## config.mk

```make
export PLATFORM = sky130hd
export DESIGN_NAME = iir_sos_cascade
export DESIGN_NICKNAME = d
export VERILOG_FILES = /design/src/rtl/iir_sos_cascade.sv
export SDC_FILE = /design/constraint.sdc
export NUM_CORES = 2
export LEC_CHECK = 0
export BUFFER_PORTS_ARGS = -buffer_cell sky130_fd_sc_hd__buf_2
export CAP_MARGIN = 20
export CORE_UTILIZATION = 58
export CTS_CLUSTER_SIZE = 20
export DETAILED_ROUTE_END_ITERATION = 10
export HOLD_SLACK_MARGIN = 0.06
export PLACE_DENSITY_LB_ADDON = 0.15
export SLEW_MARGIN = 20
export SYNTH_ARGS = -nofsm -noshare
export SYNTH_HDL_FRONTEND = slang
export SYNTH_SLANG_ARGS = --single-unit
```

## constraint.sdc

```tcl
create_clock -name clk -period 10.7 [get_ports clk]
set_clock_uncertainty 0.15 [all_clocks]
set_input_delay 2.14 -clock clk [delete_from_list [all_inputs] [get_ports clk]]
set_output_delay 2.14 -clock clk [all_outputs]
set_load 0.02 [all_outputs]
```

## src/rtl/iir_sos_cascade.sv

```systemverilog
`default_nettype none
// ============================================================================
// Module   : iir_sos_cascade
// Function : Cascade of NSEC Direct-Form-I biquads sharing one time-multiplexed
//            multiply-accumulate unit. Ready/valid input, coefficient memory,
//            clamped outputs and a sticky saturation flag.
// Option   : define IIR_ROUND_EN for round-half-up at write-back; otherwise
//            the write-back shift truncates toward minus infinity.
// Revision : 1.0  initial release
// ============================================================================
module iir_sos_cascade #(
  parameter int DW    = 16,
  parameter int CW    = 16,
  parameter int FRAC  = 14,
  parameter int NSEC  = 4,
  parameter int GUARD = 3
) (
  input  logic                        clk,
  input  logic                        rst_n,
  input  logic                        in_valid,
  output logic                        in_ready,
  input  logic [DW-1:0]               in_data,
  input  logic                        coef_we,
  input  logic [$clog2(NSEC*5)-1:0]   coef_addr,
  input  logic [CW-1:0]               coef_wdata,
  input  logic                        clr_state,
  output logic                        out_valid,
  output logic [DW-1:0]               out_data,
  output logic                        sat_flag
);

  localparam int NCOEF = NSEC * 5;
  localparam int AW    = $clog2(NCOEF);
  localparam int SW    = (NSEC > 1) ? $clog2(NSEC) : 1;
  localparam int PW    = DW + CW;
  localparam int ACCW  = DW + CW + GUARD;

  localparam logic [CW-1:0] UNITY = CW'(1) << FRAC;
  localparam logic signed [ACCW:0] MAXV = {{(ACCW+2-DW){1'b0}}, {(DW-1){1'b1}}};
  localparam logic signed [ACCW:0] MINV = {{(ACCW+2-DW){1'b1}}, {(DW-1){1'b0}}};
`ifdef IIR_ROUND_EN
  localparam logic signed [ACCW:0] RND = (ACCW+1)'(1) << (FRAC-1);
`else
  localparam logic signed [ACCW:0] RND = '0;
`endif

  typedef enum logic [1:0] {
    S_IDLE = 2'd0,
    S_MAC  = 2'd1,
    S_WB   = 2'd2
  } state_t;

  state_t                 state;
  logic [SW-1:0]          sec;
  logic [2:0]             step;
  logic signed [CW-1:0]   coef [NCOEF];
  logic signed [DW-1:0]   x1 [NSEC];
  logic signed [DW-1:0]   x2 [NSEC];
  logic signed [DW-1:0]   y1 [NSEC];
  logic signed [DW-1:0]   y2 [NSEC];
  logic signed [DW-1:0]   cur_x;
  logic signed [ACCW-1:0] acc;

  logic [AW-1:0]          coef_idx;
  logic signed [CW-1:0]   coef_sel;
  logic signed [DW-1:0]   operand;
  logic signed [PW-1:0]   product;
  logic signed [ACCW-1:0] term;
  logic signed [ACCW-1:0] base;
  logic signed [ACCW-1:0] acc_next;
  logic signed [ACCW:0]   acc_ext;
  logic signed [ACCW:0]   acc_rnd;
  logic signed [ACCW:0]   shifted;
  logic signed [DW-1:0]   wb_val;
  logic                   wb_sat;

  assign in_ready = (state == S_IDLE);

  // Select coefficient and history operand for the current MAC step (b0,b1,b2,a1,a2).
  always_comb begin
    coef_idx = AW'(int'(sec) * 5 + int'(step));
    coef_sel = coef[coef_idx];
    case (step)
      3'd1:    operand = x1[sec];
      3'd2:    operand = x2[sec];
      3'd3:    operand = y1[sec];
      3'd4:    operand = y2[sec];
      default: operand = cur_x;
    endcase
    product  = coef_sel * operand;
    term     = {{GUARD{product[PW-1]}}, product};
    base     = (step == 3'd0) ? '0 : acc;
    acc_next = (step >= 3'd3) ? (base - term) : (base + term);
  end

  // Write-back: optional rounding, arithmetic shift by FRAC, clamp to sample range.
  always_comb begin
    acc_ext = $signed({acc[ACCW-1], acc});
    acc_rnd = acc_ext + RND;
    shifted = acc_rnd >>> FRAC;
    wb_val  = shifted[DW-1:0];
    wb_sat  = 1'b0;
    if (shifted > MAXV) begin
      wb_val = MAXV[DW-1:0];
      wb_sat = 1'b1;
    end else if (shifted < MINV) begin
      wb_val = MINV[DW-1:0];
      wb_sat = 1'b1;
    end
  end

  // Coefficient memory: resets to passthrough, writable only while idle and in range.
  always_ff @(posedge clk or negedge rst_n) begin
    if (!rst_n) begin
      for (int k = 0; k < NCOEF; k++) begin
        coef[k] <= (k % 5 == 0) ? UNITY : '0;
      end
    end else if (coef_we && (state == S_IDLE) && (int'(coef_addr) < NCOEF)) begin
      coef[coef_addr] <= coef_wdata;
    end
  end

  // Sequencer and datapath: accept, 5 MAC steps + 1 write-back per section, clear/abort.
  always_ff @(posedge clk or negedge rst_n) begin
    if (!rst_n) begin
      state     <= S_IDLE;
      sec       <= '0;
      step      <= '0;
      acc       <= '0;
      cur_x     <= '0;
      out_valid <= 1'b0;
      out_data  <= '0;
      sat_flag  <= 1'b0;
      for (int k = 0; k < NSEC; k++) begin
        x1[k] <= '0;
        x2[k] <= '0;
        y1[k] <= '0;
        y2[k] <= '0;
      end
    end else begin
      out_valid <= 1'b0;
      if (clr_state) begin
        // Clear wins over accept and aborts any sample in flight.
        state    <= S_IDLE;
        sat_flag <= 1'b0;
        for (int k = 0; k < NSEC; k++) begin
          x1[k] <= '0;
          x2[k] <= '0;
          y1[k] <= '0;
          y2[k] <= '0;
        end
      end else begin
        case (state)
          S_IDLE: begin
            if (in_valid) begin
              cur_x <= in_data;
              sec   <= '0;
              step  <= '0;
              state <= S_MAC;
            end
          end
          S_MAC: begin
            acc <= acc_next;
            if (step == 3'd4) begin
              step  <= '0;
              state <= S_WB;
            end else begin
              step <= step + 3'd1;
            end
          end
          S_WB: begin
            x2[sec] <= x1[sec];
            x1[sec] <= cur_x;
            y2[sec] <= y1[sec];
            y1[sec] <= wb_val;
            cur_x   <= wb_val;
            if (wb_sat) begin
              sat_flag <= 1'b1;
            end
            if (sec == SW'(NSEC - 1)) begin
              out_valid <= 1'b1;
              out_data  <= wb_val;
              state     <= S_IDLE;
            end else begin
              sec   <= sec + 1'b1;
              state <= S_MAC;
            end
          end
          default: state <= S_IDLE;
        endcase
      end
    end
  end

endmodule
`default_nettype wire
```

# Yosys cells after proc, flatten, opt, wreduce, memory -nomap -nowiden
# Cells that the tools add are included.
[word_totals]
register_bits = 652
inputBits = 42
out_inout_bits = 19
elab_cells = 150
[op_classes]
addsub = 5
multipliers = 2
n_lt_le_gt_ge = 9
eq_ne = 11
muxes = 58
bitwise_logic = 4
n_reduce_logical = 17
[op_table]
columns = ["op", "n"]
rows = [
  ["64-bit 2-to-1 mux", 8],
  ["320-bit bitwise mux", 1],
  ["64-bit bitwise mux", 4],
  ["16-bit 2-to-1 mux", 15],
  ["16-bit binary-select mux with 2-bit select", 4],
  ["16-bit binary-select mux with 5-bit select", 1],
  ["16-bit demux with 5-bit select", 1],
  ["35-bit 2-to-1 mux", 2],
  ["16-bit one-hot mux with 4 select lines", 1],
  ["35-bit by 32-bit adder with 35-bit output", 1],
  ["35-bit by 32-bit subtractor with 35-bit output", 1],
  ["16-bit demux with 2-bit select", 1],
  ["16-bit by 16-bit multiplier with 32-bit output", 1],
  ["16-bit one-hot mux with 2 select lines", 1],
  ["21-bit by 16-bit greater-than comparator with 1-bit output (second input constant)", 1],
  ["21-bit by 16-bit < comparator with 1-bit output (second input constant)", 1],
  ["6-bit >= comparator (second input constant)", 2],
  ["5-bit NOT with 6-bit output", 2],
  ["2-bit 2-to-1 mux", 5],
  ["1-bit 2-to-1 mux", 9],
  ["3-bit AND reduction", 3],
  ["2-bit nonzero test", 4],
  ["3-bit by 2-bit == test with 1-bit output (second input constant)", 2],
  ["6-bit by 1-bit < comparator with 1-bit output (second input constant)", 1],
  ["26 further kinds", 34],
]

# Longest topological paths before layout
[depth]
depth_word = 9
ltp_mapped = 46
mapped_depth_nobuf = 44

# Least setup slack after synthesis
# Ideal clock, no wire load.
[synth_timing]
path_kind = "register to register"
startpoint = "register sec[1]"
endpoint = "register acc[33]"
setup_ps = 146
arrival_ps = 10563
required_ps = 10404
slack_ps = -159
stages_incl_launch_ff = 42
n_path_buf = 4
synth_period_minus_slack_ps = 10859
cell_sequence = "dfrtp_1 > ha_1 > ha_1 > fa_1 > xor2_1 > buf_2 > buf_2 > mux2_2 > a21oi_1 > o22a_1 > buf_2 > nor2_1 > fa_1 > inv_1 > fa_1 > fa_1 > fa_1 > inv_1 > [6 not listed] > a211oi_2 > o21ai_1 > and2_1 > or3_1 > a21o_1 > nand3_1 > nand3_2 > nor4_4 > a21oi_1 > xor2_1 > ha_1 > a21o_1 > a21o_1 > a2111oi_0 > a21boi_0 > a21oi_1 > mux2i_1 > o311ai_0"
[synth_between]
elab_chain_cells = 9
elab_cells_between_ends = 24
cone_classes = "3 x add/sub; 2 x mul; 17 x mux; 2 x bitwise"
[synth_rtl]
columns = ["item", "line_no", "text"]
rows = [
  ["start, declared", "54", "logic [SW-1:0] sec;"],
  ["start signal, assigned", "185", "sec <= sec + 1'b1;"],
  ["2-bit by 3-bit multiplier with 5-bit output", "81", "coef_idx = AW'(int'(sec) * 5 + int'(step));"],
  ["5-bit by 3-bit adder with 5-bit output", "81", ""],
  ["5-bit NOT with 6-bit output (implied by the code)", "82", "coef_sel = coef[coef_idx];"],
  ["16-bit binary-select mux with 5-bit select", "82", ""],
  ["16-bit 2-to-1 mux (implied by the code) (2 in a row)", "82", ""],
  ["16-bit by 16-bit multiplier with 32-bit output *", "90", "product = coef_sel * operand;"],
  ["35-bit by 32-bit adder with 35-bit output / 35-bit by 32-bit subtractor with 35-bit output (equally long branches)", "93", "acc_next = (step >= 3'd3) ? (base - term) : (base + term);"],
  ["35-bit 2-to-1 mux *", "93", ""],
  ["end signal, assigned", "163", "acc <= acc_next;"],
  ["end, declared", "62", "logic signed [ACCW-1:0] acc;"],
]
# Mark *: on every way between the ends. The rest lies on a longest branch, timed or not. The select of a mux whose other input is x is not followed.
# A chain may end at the register's enable or synchronous reset.

# Worst setup path in the final report
[layout_timing]
startpoint = "register sec[1]"
endpoint = "register acc[30]"
# Same word-level chain as after synthesis.

==> results.md <==
* Status: complete, no violations
* Netlist Area Pre-Place at 41390 um2
* Most Frequent Cell on Critical Path: fa_1
* Synth-to-Final Area Change at 18.64%
* Max-cap violation count at 0
* Drt initial violations at 2737
* Crit. path cell count at 44
* Cell depth of the worst hold path at 2
* HPWL Detailed at 83.14 mm
* Htree depth at 3
* Fin nets at 4372
* YS warnings at 0
* # DRC at 0
* Skew-Pair Late Insertion Delay at 650 ps
* Diode count at 0
* Hold_sp: acc[7]$_DFFE_PN0P_
* Slowest stage delay, CP at 590 ps
* Cell variety after synth at 84
* TritonCTS buffer count at 71
* Vias per inst at 6.116
* Critical path endpoint category: register
* All-Layer GR Usage at 33.20%
* Tightest Hold Check Type: register to register
* Port Buffer Count at 60
* Unrepaired setup endpoints after global routing: yes
* Clk slew on worst S/H paths at 60 ps
* Die area at 72440 um2
* Most frequent cells in the layout: dfrtp_1, buf_4, mux2_2, inv_1, fa_1
* Setup TNS at 0 ps
* CP startpoint: sec[1]$_DFFE_PN0P_
* Routability cong. at 0.9748
* First-pass GRT wire length at 186.2 mm
* Chip height at 269.1 um
* Worst IR Drop VDD at 0.3049 mV
* Post-route clock period utilization at 97.21%
* Worst Setup Start Kind: register
* Post-synthesis sequential area ratio at 39.43%
* Syn nets at 4016
* R2R cell count at 44
* Setup violators final at 0
* Worst-path fanout max at 8
* Post-synth EDFFs at 0
* Most common flop cell mapped by yosys: dfrtp_1
* DR vias at 30141
* CTS tree: built
* Core area at 70270 um2
* Synthesized flop and latch total at 652
* DR pass1 iterations at 8
* Hold buffers post-CTS at 0
* Critical path class: register to register
* Io pins at 61
* Floorplan row count at 97
* FMAX at 0.09614 GHz
* Pins Over Slew Limit at 0
* Root Driver: clkbuf_16
* Async set-reset flop share out of synthesis at 100.0%
* Initial antenna violation count at 1
* Width of the die at 269.1 um
* Layout cells sized above 1 at 32.35%
* Post-route ant nets at 0
* Multi-input gate area at 23700 um2
* Avg Cell Area, Syn at 11.57 um2
* Fin. Hold Viols at 0
* Crit path DAT at 10730 ps
* Gr ovfl total at 0
* Cell Pwr Density at 321.8 nW/um2
* WL/cell at 24.10 um
* Leakage at 23.53 nW
* Most common cell after layout, fill and taps aside: dfrtp_1
* Cells after Synth at 3578
* Post-layout util at 69.88%
* Sink Count at 652
* Actual slew at the worst max-slew pin at 1175 ps
* Worst Path Required at 11030 ps
* Slew headroom at 21.66%
* Worst hold slack at 321.6 ps
* Register area at 16330 um2
* Fillers at 5042
* Vias in the first global route at 31821
* Slowest-stage cell, CP: fa_1
* WP buf/inv at 9
* Largest net degree at the start of global routing at 197
* Top delay family on crit path: adder cells
* Initial Utilization at 58.90%
* Max clock buf depth at 3
* Drt total wl at 118.8 mm
* Minimum clock period at 10400 ps
* Worst reg2reg startpoint: sec[1]$_DFFE_PN0P_
[synthesized netlist by cell type, drive strengths merged (5+ instances only)]
library cell	instances	share of area (%)
a211oi	5	0.10
o21a	12	0.22
a211o	5	0.11
a222oi	10	0.24
nor2b	19	0.29
a31oi	13	0.23
a32oi	10	0.21
nand3	24	0.30
nand3b	6	0.11
mux2i	24	0.58
nand2	259	2.4
and2	46	0.70
a22oi	11	0.20
mux2	335	9.1
fa	265	13
nand4	11	0.18
dfrtp	648	39
nand2b	27	0.41
nor4	6	0.18
o22ai	7	0.11
a21o	33	0.60
nor3b	6	0.15
o31ai	11	0.20
xnor2	48	1.0
buf	52	0.59
a21oi	121	1.5
nor3	21	0.31
a22o	204	4.3
a32o	6	0.15
o21ai	161	2.0
and3	23	0.36
nor2	243	2.2
mux4	145	7.9
or2	15	0.23
xor2	39	0.83
o22a	8	0.17
inv	336	3.0
clkbuf	183	1.7
ha	131	4.0
a21boi	6	0.12
[flip-flops by register name (all words and copies together), names as in the netlist]
name and flops:
y2 64, x1 64, y1 64, out_valid 1, acc 35, sat_flag 1, step 3, coef 320
x2 64, cur_x 16, sec 2, state 2, out_data 16
[worst reg2reg max path, delay by kind of cell, from the launching register on]
kind,cells,cell delay [ps]
AO/OA/AOI/OAI,11,1590
XOR/XNOR,4,770
adder cells (fa/ha/maj),11,4400
buffers and inverters,9,980
flip-flops,1,490
multiplexers,1,360
AND/OR/NAND/NOR,8,1540
[power by group]
group	internal, mW	switching (mW)
clock	1.47	1.05
sequential	2.70	0.153
combinational	4.84	5.59
[final cells by class]
type                       instances  share of cell area (%)
clock buffer                     110                   4.286
clock inverter                    17                  0.6344
inverter                         337                   2.589
multi-input combinational       2354                   48.27
sequential                       652                   33.25
tap                              940                   2.395
timing repair buffer             518                   8.576
[stage by stage]
step	total power, mW	cells	area [um2]	setup WS (ps)
4_1_cts	15.16	4880	48010	26.47
3_3_place_gp	12.33	4744	45410	-226.6
5_1_grt	16.81	4928	49110	-78.00
3_5_place_dp	12.41	4744	45410	-304.0
6_report	15.80	4928	49110	298.5
2_1_floorplan	7.988	3578	41400	20.67
[path summary, 6_finish.rpt]
kind,to,slack (ps)
setup / recovery,acc[30]$_DFFE_PN0P_,300
hold / removal,acc[7]$_DFFE_PN0P_,320
setup reg to reg,acc[30]$_DFFE_PN0P_,300
hold reg to reg,acc[7]$_DFFE_PN0P_,320
max in group asynchronous,coef[158]$_DFFE_PN1P_,6790
min in group asynchronous,x1[62]$_DFFE_PN0P_,1340
[what timing repair did]
| item | CTS | global route |
|---|---|---|
| buffers inserted | 9 | 46 |
| pin swaps | 13 | 82 |
| resized for setup | 34 | 140 |
| setup endpoints to repair | 13 | 18 |
| gates cloned | 0 | 2 |
[routing by layer]
layer	vias to the layer above	part of all wire [%]	GRT usage (%)
met3	237	7.1	6.154
met5	-	0	0
li1	13123	-	-
met1	15629	41	45.86
met4	0	3.2	10.81
met2	1152	48	53.38
[kinds of logic (layout without fill, tap and decap cells)]
| logic type | after synthesis | in the layout | share of synthesized area (%) |
|---|---|---|---|
| multiplexers | 504 | 504 | 17.58 |
| AO/OA/AOI/OAI | 651 | 651 | 11.08 |
| adder cells (fa/ha/maj) | 396 | 396 | 16.78 |
| XOR/XNOR | 87 | 87 | 1.841 |
| flip-flops | 652 | 652 | 39.43 |
| buffers and inverters | 572 | 982 | 5.302 |
| AND/OR/NAND/NOR | 716 | 716 | 7.989 |
Note: power is estimated with default switching activity, not from simulation.
